### src/rtl/transport_pkg.sv
`default_nettype none
// ============================================================================
// Module   : transport_pkg
// Brief    : Shared type codes, header field widths and FSM state encodings
//            for the transport-layer transmit packetizer.
// Revision : 1.0  initial release
// ============================================================================
package transport_pkg;

    localparam int TYPE_W = 2;
    localparam int SEQ_W  = 6;

    localparam logic [TYPE_W-1:0] TYPE_CTRL  = 2'b01;
    localparam logic [TYPE_W-1:0] TYPE_AUDIO = 2'b10;

    typedef enum logic [1:0] {
        W_IDLE  = 2'd0,
        W_CTRL  = 2'd1,
        W_ACOPY = 2'd2
    } wstate_t;

    typedef enum logic [0:0] {
        R_IDLE = 1'b0,
        R_SEND = 1'b1
    } rstate_t;

    // Header byte: type code in the top two bits, per-type sequence below.
    function automatic logic [7:0] makeHeader(input logic [TYPE_W-1:0] typeCode,
                                              input logic [SEQ_W-1:0]  seq);
        return {typeCode, seq};
    endfunction

endpackage
`default_nettype wire

### src/rtl/sync_fifo_fwft.sv
`default_nettype none
// ============================================================================
// Module   : sync_fifo_fwft
// Brief    : Single-clock first-word-fall-through FIFO with synchronous reset.
//            The head entry is visible on o_rdData whenever o_empty is low.
//            DEPTH need not be a power of two.
// Revision : 1.0  initial release
// ============================================================================
module sync_fifo_fwft #(
    parameter  int DEPTH = 256,
    parameter  int WIDTH = 8,
    localparam int AW    = $clog2(DEPTH),
    localparam int CW    = $clog2(DEPTH + 1)
) (
    input  logic             clk,
    input  logic             srst,
    input  logic             i_wrEn,
    input  logic [WIDTH-1:0] i_wrData,
    input  logic             i_rdEn,
    output logic [WIDTH-1:0] o_rdData,
    output logic             o_empty,
    output logic             o_full,
    output logic [CW-1:0]    o_count
);

    localparam logic [AW-1:0] c_LAST_PTR = AW'(DEPTH - 1);

    logic [WIDTH-1:0] r_mem [DEPTH];
    logic [AW-1:0]    r_wrPtr;
    logic [AW-1:0]    r_rdPtr;
    logic [CW-1:0]    r_count;
    logic             w_wr;
    logic             w_rd;

    assign o_empty  = (r_count == '0);
    assign o_full   = (r_count == CW'(DEPTH));
    assign o_count  = r_count;
    assign o_rdData = r_mem[r_rdPtr];
    assign w_wr     = i_wrEn && !o_full;
    assign w_rd     = i_rdEn && !o_empty;

    // Storage array; contents are don't-care until written.
    always_ff @(posedge clk) begin
        if (w_wr) begin
            r_mem[r_wrPtr] <= i_wrData;
        end
    end

    // Pointers and occupancy, wrapping explicitly at DEPTH-1.
    always_ff @(posedge clk) begin
        if (srst) begin
            r_wrPtr <= '0;
            r_rdPtr <= '0;
            r_count <= '0;
        end else begin
            if (w_wr) begin
                r_wrPtr <= (r_wrPtr == c_LAST_PTR) ? '0 : r_wrPtr + AW'(1);
            end
            if (w_rd) begin
                r_rdPtr <= (r_rdPtr == c_LAST_PTR) ? '0 : r_rdPtr + AW'(1);
            end
            case ({w_wr, w_rd})
                2'b10:   r_count <= r_count + CW'(1);
                2'b01:   r_count <= r_count - CW'(1);
                default: r_count <= r_count;
            endcase
        end
    end

endmodule
`default_nettype wire

### src/rtl/transport_packetizer.sv
`default_nettype none
// ============================================================================
// Module   : transport_packetizer
// Brief    : Transmit packetizer. Builds fixed-size packets (type+sequence
//            header, payload, zero pad) from control/audio words, queues only
//            complete packets in a byte FIFO and streams them out byte-wise.
//            Optional macro TRANSPORT_CHECKSUM_EN: the last byte of every
//            packet becomes the XOR of all preceding bytes of that packet.
// Revision : 1.0  initial release
// ============================================================================
module transport_packetizer
    import transport_pkg::*;
#(
    parameter int PKT_BYTES  = 16,
    parameter int DATA_W     = 16,
    parameter int FIFO_BYTES = 256
) (
    input  logic                                       clk,
    input  logic                                       reset,
    input  logic                                       in_valid,
    output logic                                       in_ready,
    input  logic [1:0]                                 in_type,
    input  logic [DATA_W-1:0]                          in_data,
    input  logic                                       audio_flush,
    input  logic                                       tx_en,
    output logic [7:0]                                 out_data,
    output logic                                       out_valid,
    input  logic                                       out_ready,
    output logic                                       out_sop,
    output logic                                       out_eop,
    output logic [$clog2(FIFO_BYTES/PKT_BYTES+1)-1:0]  pkt_count,
    output logic                                       busy
);

    localparam int c_WB = DATA_W / 8;
`ifdef TRANSPORT_CHECKSUM_EN
    localparam int c_P  = PKT_BYTES - 2;
`else
    localparam int c_P  = PKT_BYTES - 1;
`endif
    localparam int c_IDX_W  = $clog2(PKT_BYTES);
    localparam int c_FILL_W = $clog2(c_P + 1);
    localparam int c_CNT_W  = $clog2(FIFO_BYTES / PKT_BYTES + 1);
    localparam int c_FCNT_W = $clog2(FIFO_BYTES + 1);
    localparam logic [c_IDX_W-1:0] c_LAST_IDX = c_IDX_W'(PKT_BYTES - 1);

    wstate_t               r_wstate, w_wnext;
    rstate_t               r_rstate, w_rnext;
    logic [c_IDX_W-1:0]    r_wrIdx;
    logic [c_IDX_W-1:0]    r_rdIdx;
    logic [DATA_W-1:0]     r_ctrlShift;
    logic [7:0]            r_aud [c_P];
    logic [c_FILL_W-1:0]   r_fill;
    logic                  r_audPend;
    logic [SEQ_W-1:0]      r_seqCtrl;
    logic [SEQ_W-1:0]      r_seqAud;
    logic                  r_commit;
    logic [c_CNT_W-1:0]    r_pktCount;
`ifdef TRANSPORT_CHECKSUM_EN
    logic [7:0]            r_csum;
`endif

    logic                  w_inFire, w_ctrlFire, w_audFire;
    logic [c_FILL_W-1:0]   w_fillNext;
    logic                  w_audFull;
    logic                  w_room;
    logic [c_FCNT_W-1:0]   w_free;
    logic [c_FCNT_W-1:0]   w_fifoCount;
    logic                  w_fifoEmpty, w_fifoFull;
    logic                  w_fifoWr, w_fifoRd;
    logic [7:0]            w_fifoWrData, w_fifoHead;
    logic [7:0]            w_payload;
    logic                  w_wrLast;
    logic                  w_sopFire;

    sync_fifo_fwft #(
        .DEPTH (FIFO_BYTES),
        .WIDTH (8)
    ) u_fifo (
        .clk      (clk),
        .srst     (reset),
        .i_wrEn   (w_fifoWr),
        .i_wrData (w_fifoWrData),
        .i_rdEn   (w_fifoRd),
        .o_rdData (w_fifoHead),
        .o_empty  (w_fifoEmpty),
        .o_full   (w_fifoFull),
        .o_count  (w_fifoCount)
    );

    // A whole packet's worth of space is reserved before a packet is begun,
    // so the writer never stalls part-way through a packet.
    assign w_free     = c_FCNT_W'(FIFO_BYTES) - w_fifoCount;
    assign w_room     = !w_fifoFull && (w_free >= c_FCNT_W'(PKT_BYTES));
    assign in_ready   = (r_wstate == W_IDLE) && !r_audPend && w_room;
    assign w_inFire   = in_valid && in_ready;
    assign w_ctrlFire = w_inFire && (in_type == TYPE_CTRL);
    assign w_audFire  = w_inFire && (in_type == TYPE_AUDIO);

    // Audio packet closes when full, or when the next word would not fit.
    assign w_fillNext = w_audFire ? r_fill + c_FILL_W'(c_WB) : r_fill;
    assign w_audFull  = (w_fillNext == c_FILL_W'(c_P)) ||
                        ((c_FILL_W'(c_P) - w_fillNext) < c_FILL_W'(c_WB));

    assign busy       = (r_wstate != W_IDLE) || r_audPend;

    // Writer state register.
    always_ff @(posedge clk) begin
        if (reset) begin
            r_wstate <= W_IDLE;
        end else begin
            r_wstate <= w_wnext;
        end
    end

    // Writer next state and the byte pushed into the FIFO each cycle.
    always_comb begin
        w_wnext      = r_wstate;
        w_fifoWr     = 1'b0;
        w_fifoWrData = '0;
        w_wrLast     = 1'b0;
        w_payload    = (r_wstate == W_CTRL) ? r_ctrlShift[DATA_W-1 -: 8] : r_aud[0];
        case (r_wstate)
            W_IDLE: begin
                if (r_audPend && w_room) begin
                    w_wnext = W_ACOPY;
                end else if (w_ctrlFire) begin
                    w_wnext = W_CTRL;
                end
            end
            W_CTRL, W_ACOPY: begin
                w_fifoWr = 1'b1;
                if (r_wrIdx == '0) begin
                    w_fifoWrData = (r_wstate == W_CTRL) ? makeHeader(TYPE_CTRL, r_seqCtrl)
                                                        : makeHeader(TYPE_AUDIO, r_seqAud);
`ifdef TRANSPORT_CHECKSUM_EN
                end else if (r_wrIdx == c_LAST_IDX) begin
                    w_fifoWrData = r_csum;
`endif
                end else begin
                    w_fifoWrData = w_payload;
                end
                if (r_wrIdx == c_LAST_IDX) begin
                    w_wrLast = 1'b1;
                    w_wnext  = W_IDLE;
                end
            end
            default: w_wnext = W_IDLE;
        endcase
    end

    // Writer datapath: byte index, control word shifter, sequence numbers.
    always_ff @(posedge clk) begin
        if (reset) begin
            r_wrIdx     <= '0;
            r_ctrlShift <= '0;
            r_seqCtrl   <= '0;
            r_seqAud    <= '0;
            r_commit    <= 1'b0;
        end else begin
            if (r_wstate == W_IDLE || w_wrLast) begin
                r_wrIdx <= '0;
            end else begin
                r_wrIdx <= r_wrIdx + c_IDX_W'(1);
            end
            // The shifter drains MSB byte first and fills with zero, which
            // doubles as the pad after the word is exhausted.
            if (w_ctrlFire) begin
                r_ctrlShift <= in_data;
            end else if (r_wstate == W_CTRL && r_wrIdx != '0) begin
                r_ctrlShift <= r_ctrlShift << 8;
            end
            if (w_wrLast && r_wstate == W_CTRL) begin
                r_seqCtrl <= r_seqCtrl + SEQ_W'(1);
            end
            if (w_wrLast && r_wstate == W_ACOPY) begin
                r_seqAud <= r_seqAud + SEQ_W'(1);
            end
            r_commit <= w_wrLast;
        end
    end

`ifdef TRANSPORT_CHECKSUM_EN
    // Running XOR over the bytes of the packet being written.
    always_ff @(posedge clk) begin
        if (reset) begin
            r_csum <= '0;
        end else if (w_fifoWr) begin
            r_csum <= (r_wrIdx == '0) ? w_fifoWrData : (r_csum ^ w_fifoWrData);
        end
    end
`endif

    // Audio assembly buffer: append words, close packets, drain on copy.
    always_ff @(posedge clk) begin
        if (reset) begin
            for (int k = 0; k < c_P; k++) begin
                r_aud[k] <= '0;
            end
            r_fill    <= '0;
            r_audPend <= 1'b0;
        end else if (r_wstate == W_ACOPY) begin
            // Shifting zeros in leaves the buffer clear once the copy ends.
            if (r_wrIdx != '0 && int'(r_wrIdx) <= c_P) begin
                for (int k = 0; k < c_P - 1; k++) begin
                    r_aud[k] <= r_aud[k+1];
                end
                r_aud[c_P-1] <= '0;
            end
            if (w_wrLast) begin
                r_fill    <= '0;
                r_audPend <= 1'b0;
            end
        end else begin
            if (w_audFire) begin
                for (int k = 0; k < c_P; k++) begin
                    for (int i = 0; i < c_WB; i++) begin
                        if (k == int'(r_fill) + i) begin
                            r_aud[k] <= in_data[DATA_W-1-8*i -: 8];
                        end
                    end
                end
                r_fill <= w_fillNext;
            end
            // A word arriving with flush is appended first, then closed.
            if ((w_audFire && w_audFull) || (audio_flush && w_fillNext != '0)) begin
                r_audPend <= 1'b1;
            end
        end
    end

    // Queued-packet counter: +1 after a packet is fully written, -1 on start.
    always_ff @(posedge clk) begin
        if (reset) begin
            r_pktCount <= '0;
        end else begin
            case ({r_commit, w_sopFire})
                2'b10:   r_pktCount <= r_pktCount + c_CNT_W'(1);
                2'b01:   r_pktCount <= r_pktCount - c_CNT_W'(1);
                default: r_pktCount <= r_pktCount;
            endcase
        end
    end

    assign pkt_count = r_pktCount;

    // Reader state register.
    always_ff @(posedge clk) begin
        if (reset) begin
            r_rstate <= R_IDLE;
        end else begin
            r_rstate <= w_rnext;
        end
    end

    // Reader next state: tx_en only gates the start of a packet.
    always_comb begin
        w_rnext = r_rstate;
        case (r_rstate)
            R_IDLE:  if (r_pktCount != '0 && tx_en) w_rnext = R_SEND;
            R_SEND:  if (out_ready && r_rdIdx == c_LAST_IDX) w_rnext = R_IDLE;
            default: w_rnext = R_IDLE;
        endcase
    end

    // Reader byte index within the packet being streamed.
    always_ff @(posedge clk) begin
        if (reset) begin
            r_rdIdx <= '0;
        end else if (r_rstate != R_SEND) begin
            r_rdIdx <= '0;
        end else if (out_ready) begin
            r_rdIdx <= (r_rdIdx == c_LAST_IDX) ? '0 : r_rdIdx + c_IDX_W'(1);
        end
    end

    assign out_valid = (r_rstate == R_SEND);
    assign out_data  = out_valid ? w_fifoHead : 8'h00;
    assign out_sop   = out_valid && (r_rdIdx == '0);
    assign out_eop   = out_valid && (r_rdIdx == c_LAST_IDX);
    assign w_fifoRd  = out_valid && out_ready && !w_fifoEmpty;
    assign w_sopFire = out_sop && out_ready;

endmodule
`default_nettype wire

### config.mk
export PLATFORM = sky130hd
export DESIGN_NAME = transport_packetizer
export DESIGN_NICKNAME = d
export VERILOG_FILES = /design/src/rtl/transport_pkg.sv /design/src/rtl/sync_fifo_fwft.sv /design/src/rtl/transport_packetizer.sv
export SDC_FILE = /design/constraint.sdc
export NUM_CORES = 2
export LEC_CHECK = 0
export BUFFER_PORTS_ARGS = -buffer_cell sky130_fd_sc_hd__clkbuf_2
export CORE_MARGIN = 4
export CORE_UTILIZATION = 38
export CTS_CLUSTER_SIZE = 24
export DETAILED_ROUTE_END_ITERATION = 12
export GPL_TIMING_DRIVEN = 0
export PLACE_DENSITY = 0.49
export SKIP_CTS_REPAIR_TIMING = 1
export SKIP_LAST_GASP = 1
export SYNTH_ARGS = -nofsm -noshare
export SYNTH_HDL_FRONTEND = slang
export SYNTH_SLANG_ARGS = --single-unit
### constraint.sdc
create_clock -name clk -period 12.2 [get_ports clk]
set_input_delay 1.83 -clock clk [delete_from_list [all_inputs] [get_ports clk]]
set_output_delay 1.83 -clock clk [all_outputs]
set_load 0.005 [all_outputs]
; After elaboration in Yosys (flattened, before gate mapping)
; Memory sizes are Yosys's and may differ from the RTL's. A register that Yosys moved wholly into a read port is not among the register bits.
; Index checks and enable logic that the tools add are counted.
[totals]
ff_bits = 75
ramBits = 2168
output_inout_bits = 18
elab_cells = 406
mem_count = 2
[mem_list]
columns = name, words, width, read_ports, rd_clocked_by_memory_dff, wr, line_no
row1 = u_fifo.r_mem, 256, 8, 1, 1, 1, sync_fifo_fwft.sv:28  ; logic [WIDTH-1:0] r_mem [DEPTH];
row2 = r_aud, 15, 8, 15, 0, 15, transport_packetizer.sv:52  ; logic [7:0] r_aud [c_P];
[op_classes]
add_sub_neg = 14
order_cmp = 2
n_eq_ne = 45
muxes = 234
bitwise = 46
n_reduce_logical = 49
[ops]
columns = cell, count
row1 = 8-bit two-way mux, 54
row2 = 5-bit by 32-bit == test with 1-bit output (first input constant), 6
row3 = 1-bit two-way mux, 166
row4 = 4-bit by 32-bit == test with 1-bit output (first input constant), 4
row5 = 3-bit by 32-bit == test with 1-bit output (first input constant), 2
row6 = 32-bit logical NOT, 2
row7 = 1-bit bitwise OR, 45
row8 = 2-bit by 32-bit == test with 1-bit output (first input constant), 1
row9 = 4-bit == test (first input constant), 8
row10 = 16-bit two-way mux, 2
row11 = 1-bit logical AND, 21
row12 = 4-bit two-way mux, 5
row13 = 9-bit one-hot mux with 2 select lines, 1
row14 = 8-bit by 1-bit adder with 8-bit output (second input constant), 2
row15 = 3-bit by 4-bit == test with 1-bit output (first input constant), 4
row16 = 8-bit == test (second input constant), 2
row17 = 6-bit by 1-bit adder with 6-bit output (second input constant), 2
row18 = 4-bit == test (second input constant), 3
row19 = 2-bit nonzero test, 6
row20 = 5-bit one-hot mux with 2 select lines, 1
row21 = 9-bit by 1-bit adder with 9-bit output (second input constant), 1
row22 = 9-bit == test (second input constant), 1
row23 = 9-bit by 5-bit >= comparator with 1-bit output (second input constant), 1
row24 = 9-bit logical NOT, 1
row25 = other kinds (27), 49

; Logic depth before layout (Yosys ltp)
[logic_depth]
depth_word = 14
depth_mapped = 15
ltp_nobuf = 15

; Hierarchy
; From an unflattened synthesis, not the netlist that was laid out.
[hier_totals]
hier_cells = 4625
area_unflattened_um2 = 89051.7
[modules_own_cells]
columns = module, instances, cells_each, area_each_um2
row1 = sync_fifo_fwft, 1, 3942, 81032.7
row2 = transport_packetizer, 1, 683, 8018.9

; Worst setup path before layout
; OpenSTA, ideal clock, no wires.
[synth_path]
path_type = register to register
from = reg r_wstate[1]
to = mem u_fifo.r_mem[0][6], data pin
arrival_time_ps = 8147
path_slack_ps = 2475
path_stages_with_launch = 7
cell_sequence = dfxtp_1 -> inv_1 -> ha_1 -> clkbuf_1 -> clkbuf_1 -> o21ai_0 -> a21oi_1
[synth_via]
elab_chain_cells = 4
elab_cells_between_ends = 7
[synth_lines]
columns = element, line_no
row1 = start: declaration, transport_packetizer.sv:47  ; wstate_t r_wstate, w_wnext;
row2 = start signal: assignment, transport_packetizer.sv:112  ; r_wstate <= w_wnext;
row3 = 2-bit by 1-bit == test with 1-bit output, "transport_packetizer.sv:122, transport_packetizer.sv:123, transport_packetizer.sv:134"
row4 = "8-bit two-way mux, on equally long branches", "transport_packetizer.sv:122, transport_packetizer.sv:134"
row5 = 8-bit two-way mux, transport_packetizer.sv:133  ; if (r_wrIdx == '0) begin
row6 = 8-bit two-way mux (*), transport_packetizer.sv:123  ; case (r_wstate)
row7 = via u_fifo.i_wrData[6], sync_fifo_fwft.sv:18  ; input logic [WIDTH-1:0] i_wrData,
row8 = end: declaration, sync_fifo_fwft.sv:28
; Mark *: on every way through the listed nets, which the timed path passes. The rest lies on a longest branch.

==> flow_summary.ini <==
[outcome]
status = finished with violations
failed_checks = capacitance limit, slew limit

[critical_path]
required_ns = 10.37
crit_family = buffers and inverters
cp_common_cell = clkbuf_1
crit_type = flip-flop to output port
crit_cells = 9
crit_slowest_cell = clkbuf_1
arrival_ns = 6.85
crit_path_cell_trace = clkbuf_1 -> nand4b_1 -> clkbuf_1 -> clkbuf_1 -> nor2_1 -> nor4_2 -> nand3_1 -> nand4_1 -> clkbuf_2
critPathCaptureType = output port
r2r_end = u_fifo.r_mem[240][7]$_DFFE_PP_
cpPeakStageDelay_ns = 1.06
crit_buf_inv = 4
cp-endpoint = out_data[7]
r2r_start = r_wstate[0]$_SDFFE_PP0P_
r2r_slack_ns = 6.92
worst_setup_path_start_kind = flip-flop
crit_fanout = 11
reg2reg_depth = 9

[logic_synthesis]
synth_async_sr_flop_share_pct = 0
synth_cell_types = 68
synthTopCellsByCount = edfxtp_1, mux4_2, nor2_1
netlist_instances = 4463
synth_nets = 4518
syn-mean-instance-area_um2 = 19.7
synth_seq_cells = 2250
ys_seq_area_share_pct = 76.1
synth.largest_area_cell = edfxtp_1
synth_edf_count = 2168
synth.top_cell.area_share_pct = 74.2
syn-cell-area_mm2 = 0.0877
synth-main-ff-cell = edfxtp_1
synth.most_common_cell = edfxtp_1
ys_warn_count = 0
synth_area_leaders = edfxtp_1, mux4_2, dfxtp_1

[place]
gp_congestion = 0.902
dp_hpwl_mm = 212
portBuffers = 24

[floorplan]
rows = 176
core-area_mm2 = 0.230
dieArea_mm2 = 0.239
initial_core_util_pct = 38.2
die-height_um = 488
die_w_um = 488
io-pin-count = 42

[hold_path]
min_path_type = flip-flop to flip-flop
whs_path_depth = 2

[sta]
worst_pin_slew_ns = 1.56
fmax_ghz = 0.115
drv_slew = 45
final.min_clock_period_ns = 8.68
period_share_pct = 71.2
rsz0062_at_grt = no
setup_violations = 0
final-hold-violation-count = 0
clock_skew_ns = 0.0520
hold_ws_ns = 0.471
relSlewSlack_pct = -4.24

[drt]
vias = 47700
drtIter0Drc = 6532
ant_nets = 0
routed_wl_mm = 306
drc = 0
dr.pass1.iters = 5
vias_per_cell = 5.96
post_drt_wl_per_cell_um = 38.3

[power_and_ir_drop]
p_per_area_mw_per_mm2 = 158
vdd_drop_max_uv = 138
leakage_nw = 28.9

[clock_tree]
root_buffer = clkbuf_16
cts.sink_count = 2250
cts_buffers = 233
cts_tree = yes
htree_levels = 4
clk_path_buf_depth = 3
clk_latency_ns = 0.88
cts.clk_slew.worst_paths_ns = 0.06

[final_layout]
nets = 4828
final_util_pct = 43.6
area_growth_pct = 14.4
drive_gt1_share_pct = 22.0
num-fill-cells = 20200

[global_routing]
grt_start_max_net_pins = 90
grt_usage_pct = 25.6
grt-ovfl-total = 0
antenna_found_initial = 26
grt_pass1_vias = 47000
grt_pass1_wl_mm = 412

[run]
max-cap-violations = 8
metrics by stage:
step / area, µm² / cells / TNS, ns / total power, mW / worst slack (ns)
4_1_cts: 100000 / 7994 / 0 / 15.9 / 3.73
3_3_place_gp: 91600 / 7513 / -3477.59 / 9.01 / -7.25
6_report: 100000 / 8005 / 0 / 15.9 / 3.52
3_5_place_dp: 92800 / 7562 / 0 / 8.98 / 4.75
2_1_floorplan: 87700 / 4463 / 0 / 8.84 / 2.48
5_1_grt: 100000 / 7997 / 0 / 16.3 / 3.84
sequential cells by signal (all words and copies together), names as in the netlist, 5 cells and up, named ones only:
name            flops
u_fifo.r_rdPtr      8
r_aud             120
pkt_count           5
r_seqAud            6
u_fifo.r_mem     2048
u_fifo.r_wrPtr      8
r_seqCtrl           6
u_fifo.o_count      9
r_ctrlShift        16
how the worst min path moves through the flow:
stage	startpoint	to	slack (ns)
final	r_ctrlShift[7]$_SDFFE_PP0P_	r_ctrlShift[7]$_SDFFE_PP0P_	0.47
after global routing	r_ctrlShift[6]$_SDFFE_PP0P_	r_ctrlShift[6]$_SDFFE_PP0P_	0.50
after CTS	r_ctrlShift[3]$_SDFFE_PP0P_	r_ctrlShift[3]$_SDFFE_PP0P_	0.47
after detailed placement	r_ctrlShift[6]$_SDFFE_PP0P_	r_ctrlShift[6]$_SDFFE_PP0P_	0.46
after global placement	r_wrIdx[0]$_SDFF_PP0_	r_wrIdx[0]$_SDFF_PP0_	0.45
after floorplan	r_wrIdx[0]$_SDFF_PP0_	r_wrIdx[0]$_SDFF_PP0_	0.43
kinds of logic (layout without fill, tap and decap cells):
kind of cell	count (synthesis)	count (layout)	share of synthesized area (%)
flops	2250	2250	76.1
fa+ha+maj	31	31	0.459
simple gates	830	830	4.33
other cells	0	9	0
compound gates	412	412	3.19
mux	599	599	14.0
xor+xnor	32	32	0.319
buf+inv	309	816	1.60
per-layer routing:
metal / vias to the layer above / part of all wire (%) / track usage (%)
li1: 18900 / - / -
met5: - / 0.019 / 0
met2: 2407 / 45 / 39.2
met1: 25800 / 40 / 34.8
met4: 8 / 4.8 / 10.7
met3: 535 / 9.6 / 6.84
tightest hold or removal path, cell delays in order, from the launching register on:
cell and delay, ns:
dfxtp_1 0.31, nand3_1 0.06, a21oi_1 0.06
cell type report:
cell class	instances	area [µm²]	share of cell area (%)
Sequential cell	2250	66700	66.5
Multi-Input combinational cell	1904	19700	19.6
Clock buffer	318	6420	6.39
Tap cell	3026	3790	3.77
Buffer	281	1350	1.34
Timing Repair Buffer	75	1220	1.21
Clock inverter	114	1050	1.04
Inverter	28	105	0.105
Antenna cell	9	22.5	0.0224
power breakdown:
group          internal (mW)  switching (mW)
Combinational         0.0907           0.239
Clock                   4.02            3.02
Sequential              8.47          0.0148
layout by cell type (no fill, tap or decap), types with 29 or more instances in the layout:
master / Yosys / routed
nor3_1: 31 / 30
a21oi_1: 51 / 49
mux4_2: 502 / 502
nor2_1: 389 / 384
buf_4: 28 / 34
nand2_1: 162 / 162
clkbuf_2: 0 / 61
o22ai_1: 129 / 129
buf_2: 67 / 71
dfxtp_1: 82 / 82
clkbuf_16: 0 / 238
clkinv_2: 0 / 44
edfxtp_1: 2168 / 2168
a22o_1: 80 / 80
clkbuf_1: 167 / 195
o21ai_0: 62 / 62
mux2i_1: 95 / 95
nand3_1: 82 / 82
clkinv_1: 1 / 39
ha_1: 29 / 29
Power figures use the tool's default switching activity.
